$ cat config.mk
export PLATFORM = sky130hd
export DESIGN_NAME = ptosda_tx
export DESIGN_NICKNAME = d
export VERILOG_FILES = /design/src/rtl/ptosda_pkg.sv /design/src/rtl/ptosda_tx.sv
export SDC_FILE = /design/constraint.sdc
export NUM_CORES = 1
export LEC_CHECK = 0
export CORE_ASPECT_RATIO = 1.1
export CORE_MARGIN = 1.5
export CORE_UTILIZATION = 41
export DETAILED_ROUTE_END_ITERATION = 16
export PLACE_DENSITY = 0.61
export SLEW_MARGIN = 20
export SYNTH_ARGS = -nofsm -noshare
export SYNTH_HDL_FRONTEND = slang
export SYNTH_SLANG_ARGS = --single-unit
$ cat constraint.sdc
create_clock -name sclk -period 1.94 [get_ports sclk]
set_clock_uncertainty 0.1 [all_clocks]
set_input_delay 0.388 -clock sclk [delete_from_list [all_inputs] [get_ports sclk]]
set_output_delay 0.388 -clock sclk [all_outputs]
set_load 0.02 [all_outputs]
$ cat src/rtl/ptosda_pkg.sv
// rtl/ptosda_pkg.sv - shared one-hot state encodings and frame constants for the scl/sda link
// Shared with the downstream decoder bench; TX_PARITY_EN frames use FRAME_LEN_PAR.
package ptosda_pkg;

  localparam int NBITS_DEF     = 4;
  localparam int FRAME_LEN     = 2 + 2 * NBITS_DEF + 3;
  localparam int FRAME_LEN_PAR = 2 + 2 * (NBITS_DEF + 1) + 3;

  typedef enum logic [7:0] {
    S_IDLE     = 8'b0000_0001,
    S_START    = 8'b0000_0010,
    S_START_LO = 8'b0000_0100,
    S_BIT_LO   = 8'b0000_1000,
    S_BIT_HI   = 8'b0001_0000,
    S_STOP_LO  = 8'b0010_0000,
    S_STOP_HI  = 8'b0100_0000,
    S_STOP     = 8'b1000_0000
  } state_e;

endpackage

$ cat src/rtl/ptosda_tx.sv
// rtl/ptosda_tx.sv - nibble-to-scl/sda frame transmitter (start, NBITS data MSB first, stop)
// Optional macro TX_PARITY_EN appends an even-parity bit after the data bits.
module ptosda_tx
  import ptosda_pkg::*;
#(
  parameter int NBITS = NBITS_DEF
) (
  input  logic             sclk,
  input  logic             rst,
  input  logic [NBITS-1:0] data,
  input  logic             valid,
  output logic             ready,
  output logic             scl,
  output logic             sda,
  output logic             done
);

  localparam int CNT_W = (NBITS > 1) ? $clog2(NBITS) : 1;
  localparam logic [CNT_W-1:0] LAST_CNT = CNT_W'(NBITS - 1);

  state_e           state_q, state_d;
  logic [NBITS-1:0] shift_q, shift_d;
  logic [CNT_W-1:0] cnt_q, cnt_d;
  logic             scl_q, scl_d;
  logic             sda_q, sda_d;
  logic             ready_q, ready_d;
  logic             done_q, done_d;
`ifdef TX_PARITY_EN
  logic             par_bit_q, par_bit_d;
  logic             par_phase_q, par_phase_d;
`endif

  always_ff @(posedge sclk) begin
    if (rst) begin
      state_q     <= S_IDLE;
      shift_q     <= '0;
      cnt_q       <= '0;
      scl_q       <= 1'b1;
      sda_q       <= 1'b1;
      ready_q     <= 1'b1;
      done_q      <= 1'b0;
`ifdef TX_PARITY_EN
      par_bit_q   <= 1'b0;
      par_phase_q <= 1'b0;
`endif
    end else begin
      state_q     <= state_d;
      shift_q     <= shift_d;
      cnt_q       <= cnt_d;
      scl_q       <= scl_d;
      sda_q       <= sda_d;
      ready_q     <= ready_d;
      done_q      <= done_d;
`ifdef TX_PARITY_EN
      par_bit_q   <= par_bit_d;
      par_phase_q <= par_phase_d;
`endif
    end
  end

  always_comb begin
    state_d     = S_IDLE;
    shift_d     = shift_q;
    cnt_d       = cnt_q;
`ifdef TX_PARITY_EN
    par_bit_d   = par_bit_q;
    par_phase_d = par_phase_q;
`endif
    case (state_q)
      S_IDLE: begin
        if (valid && ready_q) begin
          state_d = S_START;
          shift_d = data;
          cnt_d   = '0;
`ifdef TX_PARITY_EN
          par_bit_d   = ^data;
          par_phase_d = 1'b0;
`endif
        end else begin
          state_d = S_IDLE;
        end
      end
      S_START:    state_d = S_START_LO;
      S_START_LO: state_d = S_BIT_LO;
      S_BIT_LO:   state_d = S_BIT_HI;
      S_BIT_HI: begin
`ifdef TX_PARITY_EN
        if (par_phase_q) begin
          state_d     = S_STOP_LO;
          par_phase_d = 1'b0;
        end else if (cnt_q == LAST_CNT) begin
          // Parity rides through the shift MSB so BIT_LO/BIT_HI stay unchanged.
          state_d              = S_BIT_LO;
          cnt_d                = '0;
          par_phase_d          = 1'b1;
          shift_d              = '0;
          shift_d[NBITS-1]     = par_bit_q;
        end else begin
          state_d = S_BIT_LO;
          shift_d = shift_q << 1;
          cnt_d   = cnt_q + 1'b1;
        end
`else
        if (cnt_q == LAST_CNT) begin
          state_d = S_STOP_LO;
          cnt_d   = '0;
        end else begin
          state_d = S_BIT_LO;
          shift_d = shift_q << 1;
          cnt_d   = cnt_q + 1'b1;
        end
`endif
      end
      S_STOP_LO:  state_d = S_STOP_HI;
      S_STOP_HI:  state_d = S_STOP;
      S_STOP:     state_d = S_IDLE;
      default:    state_d = S_IDLE;
    endcase

    // Outputs are decoded from the next state so they register alongside it.
    scl_d   = 1'b1;
    sda_d   = 1'b1;
    ready_d = 1'b0;
    done_d  = 1'b0;
    case (state_d)
      S_IDLE:     ready_d = 1'b1;
      S_START:    sda_d   = 1'b0;
      S_START_LO: begin
        scl_d = 1'b0;
        sda_d = 1'b0;
      end
      S_BIT_LO: begin
        scl_d = 1'b0;
        sda_d = shift_d[NBITS-1];
      end
      S_BIT_HI:   sda_d   = shift_d[NBITS-1];
      S_STOP_LO: begin
        scl_d = 1'b0;
        sda_d = 1'b0;
      end
      S_STOP_HI:  sda_d   = 1'b0;
      S_STOP:     done_d  = 1'b1;
      default:    ready_d = 1'b1;
    endcase
  end

  assign ready = ready_q;
  assign scl   = scl_q;
  assign sda   = sda_q;
  assign done  = done_q;

endmodule

Word level (Yosys, flattened, before mapping)
Index checks and enable logic that the tools add are counted.

storage, ports and cells
  register bits = 18
  output and inout port bits = 4
  logic and storage cells = 47

operators by class
  $add $sub $neg = 1
  eq/ne operators = 17
  multiplexer cells = 13
  reductions and logical operators = 8

operator list
  cell                 count
  $pmux 8 s7           1
  $eq 8x2->1 const B   2
  $eq 8x3->1 const B   2
  $eq 8x4->1 const B   2
  $eq 8x5->1 const B   2
  $eq 8x6->1 const B   2
  $eq 8x7->1 const B   2
  $eq 8x1->1 const B   1
  $eq 8x8->1 const B   1
  $mux 4               2
  $pmux 4 s2           1
  $reduce_or 7->1      1
  $mux 2               3
  $mux 6               1
  $ne 2x2->1 const B   2
  $pmux 2 s2           1
  $reduce_or 4->1      1
  $mux 1               3
  $reduce_and 3->1     1
  $reduce_or 3->1      1
  $add 2x1->2 const B  1
  $eq 2x2->1 const B   1
  $pmux 1 s2           1
  $reduce_and 2->1     1
  other kinds (3)      3

Depth between registers and ports, before layout
Gate-level depths: netlist of the first run.

  word-level depth = 6
  gate-level depth with buffers = 7
  mapped depth without buffers = 5

Worst setup path after synthesis of the first run
OpenSTA, ideal clock, no wires.

  path kind = register to register
  from = register state_q[2]
  to = register cnt_q[0]
  setup time = 67 ps
  arrival = 1949 ps
  data required time = 1773 ps
  slack = -176 ps
  stages on the path, launching flop included = 8
  buffers on the path = 3
  period minus slack after synthesis = 2116 ps
  path through = dfxtp_1 > buf_6 > or4_4 > buf_6 > or3_1 > clkbuf_2 > or3_1 > a21oi_2

on the way
  longest elaborated chain between the ends = 3
  elaborated cells on any way between the ends = 6
  those cells by class = 3 x eq/ne; 1 x mux; 2 x reduce/logical

RTL lines
  element                                                           RTL line         RTL
  from (decl)                                                       ptosda_tx.sv:21  state_e state_q, state_d;
  from (signal assigned)                                            ptosda_tx.sv:47  state_q <= state_d;
  $eq 8x1->1 or $eq 8x5->1 (tied branches)                          ptosda_tx.sv:69  case (state_q)
  $ne 2x2->1 (no source line) or $reduce_bool 2->1 (tied branches)  n/a
  $reduce_and 2->1 (no source line)                                 n/a
  to (signal assigned)                                              ptosda_tx.sv:49  cnt_q <= cnt_d;
  to (decl)                                                         ptosda_tx.sv:23  logic [CNT_W-1:0] cnt_q, cnt_d;

Several ways; a longest one is shown, not always the timed one.
A chain may end at the register's enable or synchronous reset.

Worst setup path after layout of the first run
  from = register state_q[3]
  to = register cnt_q[0]

The elaborated chain is that of the path after synthesis.

==> impl_metrics.tcl, run 1 <==
set metrics [dict create \
    synthTopCellsByArea "dfxtp_1 41%, nor2_1 5.1%, nand3_1 4.6%, o21ai_0 4.0%, or3b_2 4.0%" \
    ir_worst_vdd_mv 0.501 \
    hold_start "cnt_q[1]" \
    synth.distinct_cells 33 \
    fmax_mhz 525 \
    synth_top_area_share_pct 41.1 \
    synth_seq_cells 18 \
    syn_inst 104 \
    synth_mux_area_share_pct 1.14 \
    ys_warn_count 0 \
    r2r_end "cnt_q[0]" \
    final_nets 138 \
    cts.sinks 18 \
    synth_compound_area_share_pct 18.0 \
    yosysMostFrequentCell "dfxtp_1" \
    synth_top_family_by_area "simple AND/OR/NAND/NOR gates" \
    drive_above_1_share_pct 31.0 \
    pwr-share-comb_pct 25.1 \
    required_ns 2.08 \
    clockBufferDepth 2 \
    vias 858 \
    place_hpwl_um 1560 \
    grt_pass1_vias 830 \
    dr.pass1.iters 4 \
    syn_nets 112 \
    numCtsBuffers 3 \
    num_rows 17 \
    grt_use_total_pct 20.5 \
    yosysSeqAreaShare_pct 41.1 \
    hold_end "cnt_q[1]" \
    die_area_mm2 0.00243 \
    finalHoldViolCount 0 \
    report.final.slew_viol_count 0 \
    setup-tns-final_ns 0 \
    antenna_cells 0 \
    postLayoutCoreUtil_pct 60.2 \
    worstReg2RegStart "state_q[3]" \
    placed_area_mm2 0.00110 \
    p_leak_nw 0.479 \
    htree_levels 1 \
    p_switching_w 0.000244 \
    port_buffers 10 \
    status "completed" \
    arrival_ns 2.04 \
    swShare_pct 28.1 \
    worstHoldPathType "register to register" \
    avgSynthCellArea_um2 8.43 \
    setup_violations 0 \
    wl_per_cell_um 13.3 \
    ant_nets 0 \
    yosys.area_share.simple_pct 31.1 \
    critPathLaunchType "register" \
    viasPerCell 5.46 \
    synth_top_cell_by_area "dfxtp_1" \
    antenna_found_initial 0 \
    slew_headroom_pct 63.8 \
    grt_max_degree 15 \
    r2r_setup_slack_ns 0.03 \
    synth_common_cells "18 x dfxtp_1, 12 x nor2_1, 8 x nand2_1, 8 x nand3_1, 7 x o21ai_0" \
    wl_um 2090 \
    initial_utilization_pct 43.4 \
    cts_tree "built" \
    min_path_cells 2 \
    clk_latency_ns 0.29 \
    syn2layout_area_growth_pct 38.7 \
    cts-root-buf "clkbuf_4" \
    drt-initial-drc-count 27 \
    p_int_w 0.000625 \
    cap_violations 0 \
    fp.dieH_um 51.5 \
    clk_pin_slew_ns 0.10 \
    p_clk_share_pct 26.2 \
    finalCriticalPeriod_ns 1.91 \
    critPathMaxFanout 3 \
    critPathCaptureType "register" \
    path_class "register to register" \
    drc_errors 0 \
    reg2regPathDepth 4 \
    pin_count 11 \
    slowest_stage "or4_4" \
    ys.flop_type "dfxtp_1" \
    seqPwrFrac_pct 48.7 \
    grt_overflow 0 \
    fillerInstances 191 \
    fin_crit_sh_pct 98.2 \
    async_reset_ff_share_pct 0 \
    crit_chain "or4_4 > or3_4 > or3_4 > a21oi_2" \
    synth_edf_count 0 \
    tightest_slew_ns 0.542 \
    cpMostUsedCell "or3_4" \
    dieWidth_um 47.1 \
    gp_congestion 0.821 \
    critPathBufInv 0 \
    critPathTopFamily "simple AND/OR/NAND/NOR gates" \
    rsz0062_at_grt "yes" \
    synth_xor_area_share_pct 2.00 \
    finalInstanceArea_mm2 0.00122 \
    slowest_delay_ns 0.55 \
    netlist_area_um2 877 \
    coreArea_mm2 0.00202 \
    synth_fa_ha_area_share_pct 1.43 \
    grt_first_pass_wirelength_um 3580 \
    p_per_area_mw_per_mm2 715 \
]
[power groups by stage]
stage          combinational [W]  clock [W]  sequential, W
2_1_floorplan           0.000106          0       0.000428
4_1_cts                 0.000206   0.000238       0.000421
6_report                0.000218   0.000228       0.000423
5_1_grt                 0.000239   0.000246       0.000427
3_3_place_gp            0.000189          0       0.000427
3_5_place_dp            0.000190          0       0.000428
[what timing repair did]
item,4_1_cts,5_1_grt
setup endpoints to repair,4,5
pin swaps,1,0
hold buffers,0,0
buffers inserted,0,1
resized for setup,6,9
[state kept, by name (all words and copies together), names as in the netlist]
name / cells
scl: 1
cnt_q: 2
sda: 1
ready: 1
done: 1
state_q: 8
shift_q: 4
[layout by cell type, fill, tap and decap left out, drive strengths merged]
cell type	instances
nor2b	1
o21bai	2
mux2i	1
a2111oi	1
nand2	8
clkbuf	4
o2111ai	2
a2111o	1
a31oi	4
nand4b	2
nor4	1
dfxtp	18
nand3	8
xor2	2
nand4	2
buf	19
ha	1
nor4b	1
or4	2
a22oi	1
and4	1
a21oi	4
o21ai	7
or3	2
clkdlybuf4s50	10
nor3	5
nor2	12
or3b	4
o21a	1
nand2b	1
o22ai	1
[worst reg2reg max path, cell delays in order (launching register included)]
cell,delay (ns)
dfxtp_2,0.33
or4_4,0.55
or3_4,0.36
or3_4,0.39
a21oi_2,0.12
[per-stage QoR]
stage                     hold WS, ns  std cells  power, W  worst slack, ns
after floorplan                 0.347        104  0.000534           -0.124
after global placement          0.366        152  0.000616           -0.196
after detailed placement        0.366        152  0.000619           -0.204
after CTS                       0.382        156  0.000864          0.00384
after global routing            0.407        157  0.000912          -0.0287
final                           0.374        157  0.000869           0.0346
[area by class of cell]
cell class                 count  area (um2)  share of cell area (%)
clock buffer                   4        36.3                    2.98
multi-input combinational     78         534                    43.9
sequential                    18         368                    30.2
tap                           28        35.0                    2.88
timing repair buffer          29         243                    20.0
[layer usage]
layer	wire length (um)	track usage (%)
met3	71	3.13
met5	0	0
met2	1000	32.2
met1	1000	28.2
met4	18	6.94
[worst max path at each step]
stage	start	to	slack, ns	cells past startpoint
final	state_q[3]	cnt_q[0]	0.03	4
after global routing	state_q[3]	cnt_q[0]	-0.03	4
after CTS	state_q[7]	cnt_q[0]	0.004	4
after detailed placement	valid	shift_q[2]	-0.20	6
after global placement	valid	shift_q[1]	-0.20	6
after floorplan	state_q[3]	cnt_q[0]	-0.12	6
[logic make-up (layout without fill, tap and decap cells)]
kind of cell,after synthesis,count (layout)
flops,18,18
mux,1,1
simple gates,50,50
compound gates,24,24
xor+xnor,2,2
fa+ha+maj,1,1
buf+inv,8,33
Note: power is estimated with default switching activity, not from simulation.
==> inputs of run 2 (changes only) <==
HOLD_SLACK_MARGIN = 0.12   (was unset)
SLEW_MARGIN = 15   (was 20)
==> results of run 2 <==
Final layout, timing and power as in run 1 (identical DEF).
==> inputs of run 3 (changes only) <==
==> constraint.sdc (replaced) <==
create_clock -name sclk -period 1.94 [get_ports sclk]
set_clock_uncertainty 0.1 [all_clocks]
set_input_delay 0.194 -clock sclk [delete_from_list [all_inputs] [get_ports sclk]]
set_output_delay 0.194 -clock sclk [all_outputs]
set_load 0.02 [all_outputs]
==> impl_metrics.tcl, run 3 (synthesis results as in run 1) <==
set metrics [dict create \
    gp_congestion 0.928 \
    cts_tree "built" \
    status "completed" \
    crit_chain "or4_4 > or3_4 > or3_1 > a21oi_2" \
    drive_above_1_share_pct 28.1 \
    path_class "register to register" \
    grt_max_degree 14 \
    grt_first_pass_wirelength_um 3620 \
    fp.dieH_um 51.5 \
    required_ns 2.07 \
    wl_um 2190 \
    dr.pass1.iters 4 \
    layout_commonest_cell "buf_4" \
    finalCriticalPeriod_ns 1.89 \
    drc_errors 0 \
    slowest_stage "or4_4" \
    numCtsBuffers 3 \
    stdcell_count 156 \
    drt-initial-drc-count 28 \
    cts_setup_buffers 0 \
    critPathTopFamily "simple AND/OR/NAND/NOR gates" \
    initial_utilization_pct 43.4 \
    critPathCaptureType "register" \
    placed_area_mm2 0.00110 \
    num_rows 17 \
    p_per_area_mw_per_mm2 729 \
    wl_per_cell_um 14.0 \
    setup-tns-final_ns 0 \
    antenna_found_initial 0 \
    min_path_cells 3 \
    top_regs "state_q: 8 flops, shift_q: 4 flops, cnt_q: 2 flops" \
    rsz0062_at_grt "no" \
    tightest_slew_ns 0.580 \
    cts.sinks 18 \
    pin_count 11 \
    antenna_cells 0 \
    ir_worst_vdd_mv 0.494 \
    cts-root-buf "clkbuf_4" \
    report.final.slew_viol_count 0 \
    fillerInstances 196 \
    ctsHoldBuffers 0 \
    p_leak_nw 0.468 \
    r2r_end "cnt_q[0]" \
    max_flop_register "state_q" \
    mostFrequentLayoutCells "18 x buf_4, 15 x dfxtp_1, 12 x nor2_1" \
    critPathMaxFanout 4 \
    grt_use_total_pct 20.2 \
    finalHoldViolCount 0 \
    worstHoldPathType "input pin to register" \
    final_nets 137 \
    fin_crit_sh_pct 97.6 \
    grt_pass1_vias 798 \
    hold_start "data[2]" \
    port_buffers 10 \
    critPathLaunchType "register" \
    dpl.cell_count 152 \
    slew_headroom_pct 61.3 \
    clk_latency_ns 0.29 \
    die_area_mm2 0.00243 \
    cap_violations 0 \
    slowest_delay_ns 0.55 \
    critPathBufInv 0 \
    place_hpwl_um 1560 \
    dieWidth_um 47.1 \
    syn2layout_area_growth_pct 36.1 \
    grt_overflow 0 \
    coreArea_mm2 0.00202 \
    htree_levels 1 \
    clk_pin_slew_ns 0.11 \
    viasPerCell 5.58 \
    r2r_setup_slack_ns 0.05 \
    ant_nets 0 \
    clockBufferDepth 2 \
    finalInstanceArea_mm2 0.00119 \
    arrival_ns 2.03 \
    vias 871 \
    largest_reg_flops 8 \
    fmax_mhz 528 \
    hold_end "shift_q[2]" \
    worstReg2RegStart "state_q[3]" \
    reg2regPathDepth 4 \
    setup_violations 0 \
]
## run 3: worst max-delay path by stage
| stage | cells after the start | start | to |
|---|---|---|---|
| floorplan | 6 | state_q[3] | cnt_q[0] |
| global placement | 4 | state_q[0] | sda |
| detailed placement | 5 | valid | sda |
| CTS | 5 | state_q[3] | sda |
| global route | 6 | state_q[3] | shift_q[0] |
| finish | 4 | state_q[3] | cnt_q[0] |
## run 3: power breakdown
part           internal (W)  switching [W]  total (W)
registers          0.000397      0.0000275   0.000424
clock network      0.000114       0.000116   0.000231
logic              0.000112       0.000104   0.000216
total              0.000623       0.000248   0.000871
## run 3: metrics by stage
step                      utilization (%)  worst slack, ns  total power, W  hold slack [ns]
final                                59.1           0.0456        0.000871            0.353
after global routing                 59.1         0.000999        0.000918            0.386
after CTS                            57.0          0.00839        0.000858            0.347
after detailed placement             54.7         -0.00256        0.000616            0.369
after global placement               54.7          0.00188        0.000615            0.369
after floorplan                         -           -0.124        0.000534            0.173
## run 3: area by class of cell
cell class	count	area, um2	share of cell area (%)
Clock buffer	4	36.3	3.04
Timing Repair Buffer	28	235	19.7
Multi-Input combinational cell	78	523	43.8
Sequential cell	18	364	30.5
Tap cell	28	35.0	2.94
## run 3: what timing repair did
action	4_1_cts	5_1_grt
resized for setup	3	8
hold endpoints to repair	0	0
pin swaps	0	0
setup endpoints to repair	3	5
## run 3: worst register-to-register path, delay by kind of cell, from the launching register on
family | cells | cell delay (ns)
AO/OA/AOI/OAI | 1 | 0.13
AND/OR/NAND/NOR | 3 | 1.28
flip-flops | 1 | 0.33
## run 3: per-layer routing
metal  routed length [um]  up-vias  GRT usage (%)
li1                     -      433              -
met1                 1020      411           28.6
met4                   21        0           5.56
met3                   83        4           3.13
met2                 1060       23           31.3
met5                    0        -              0
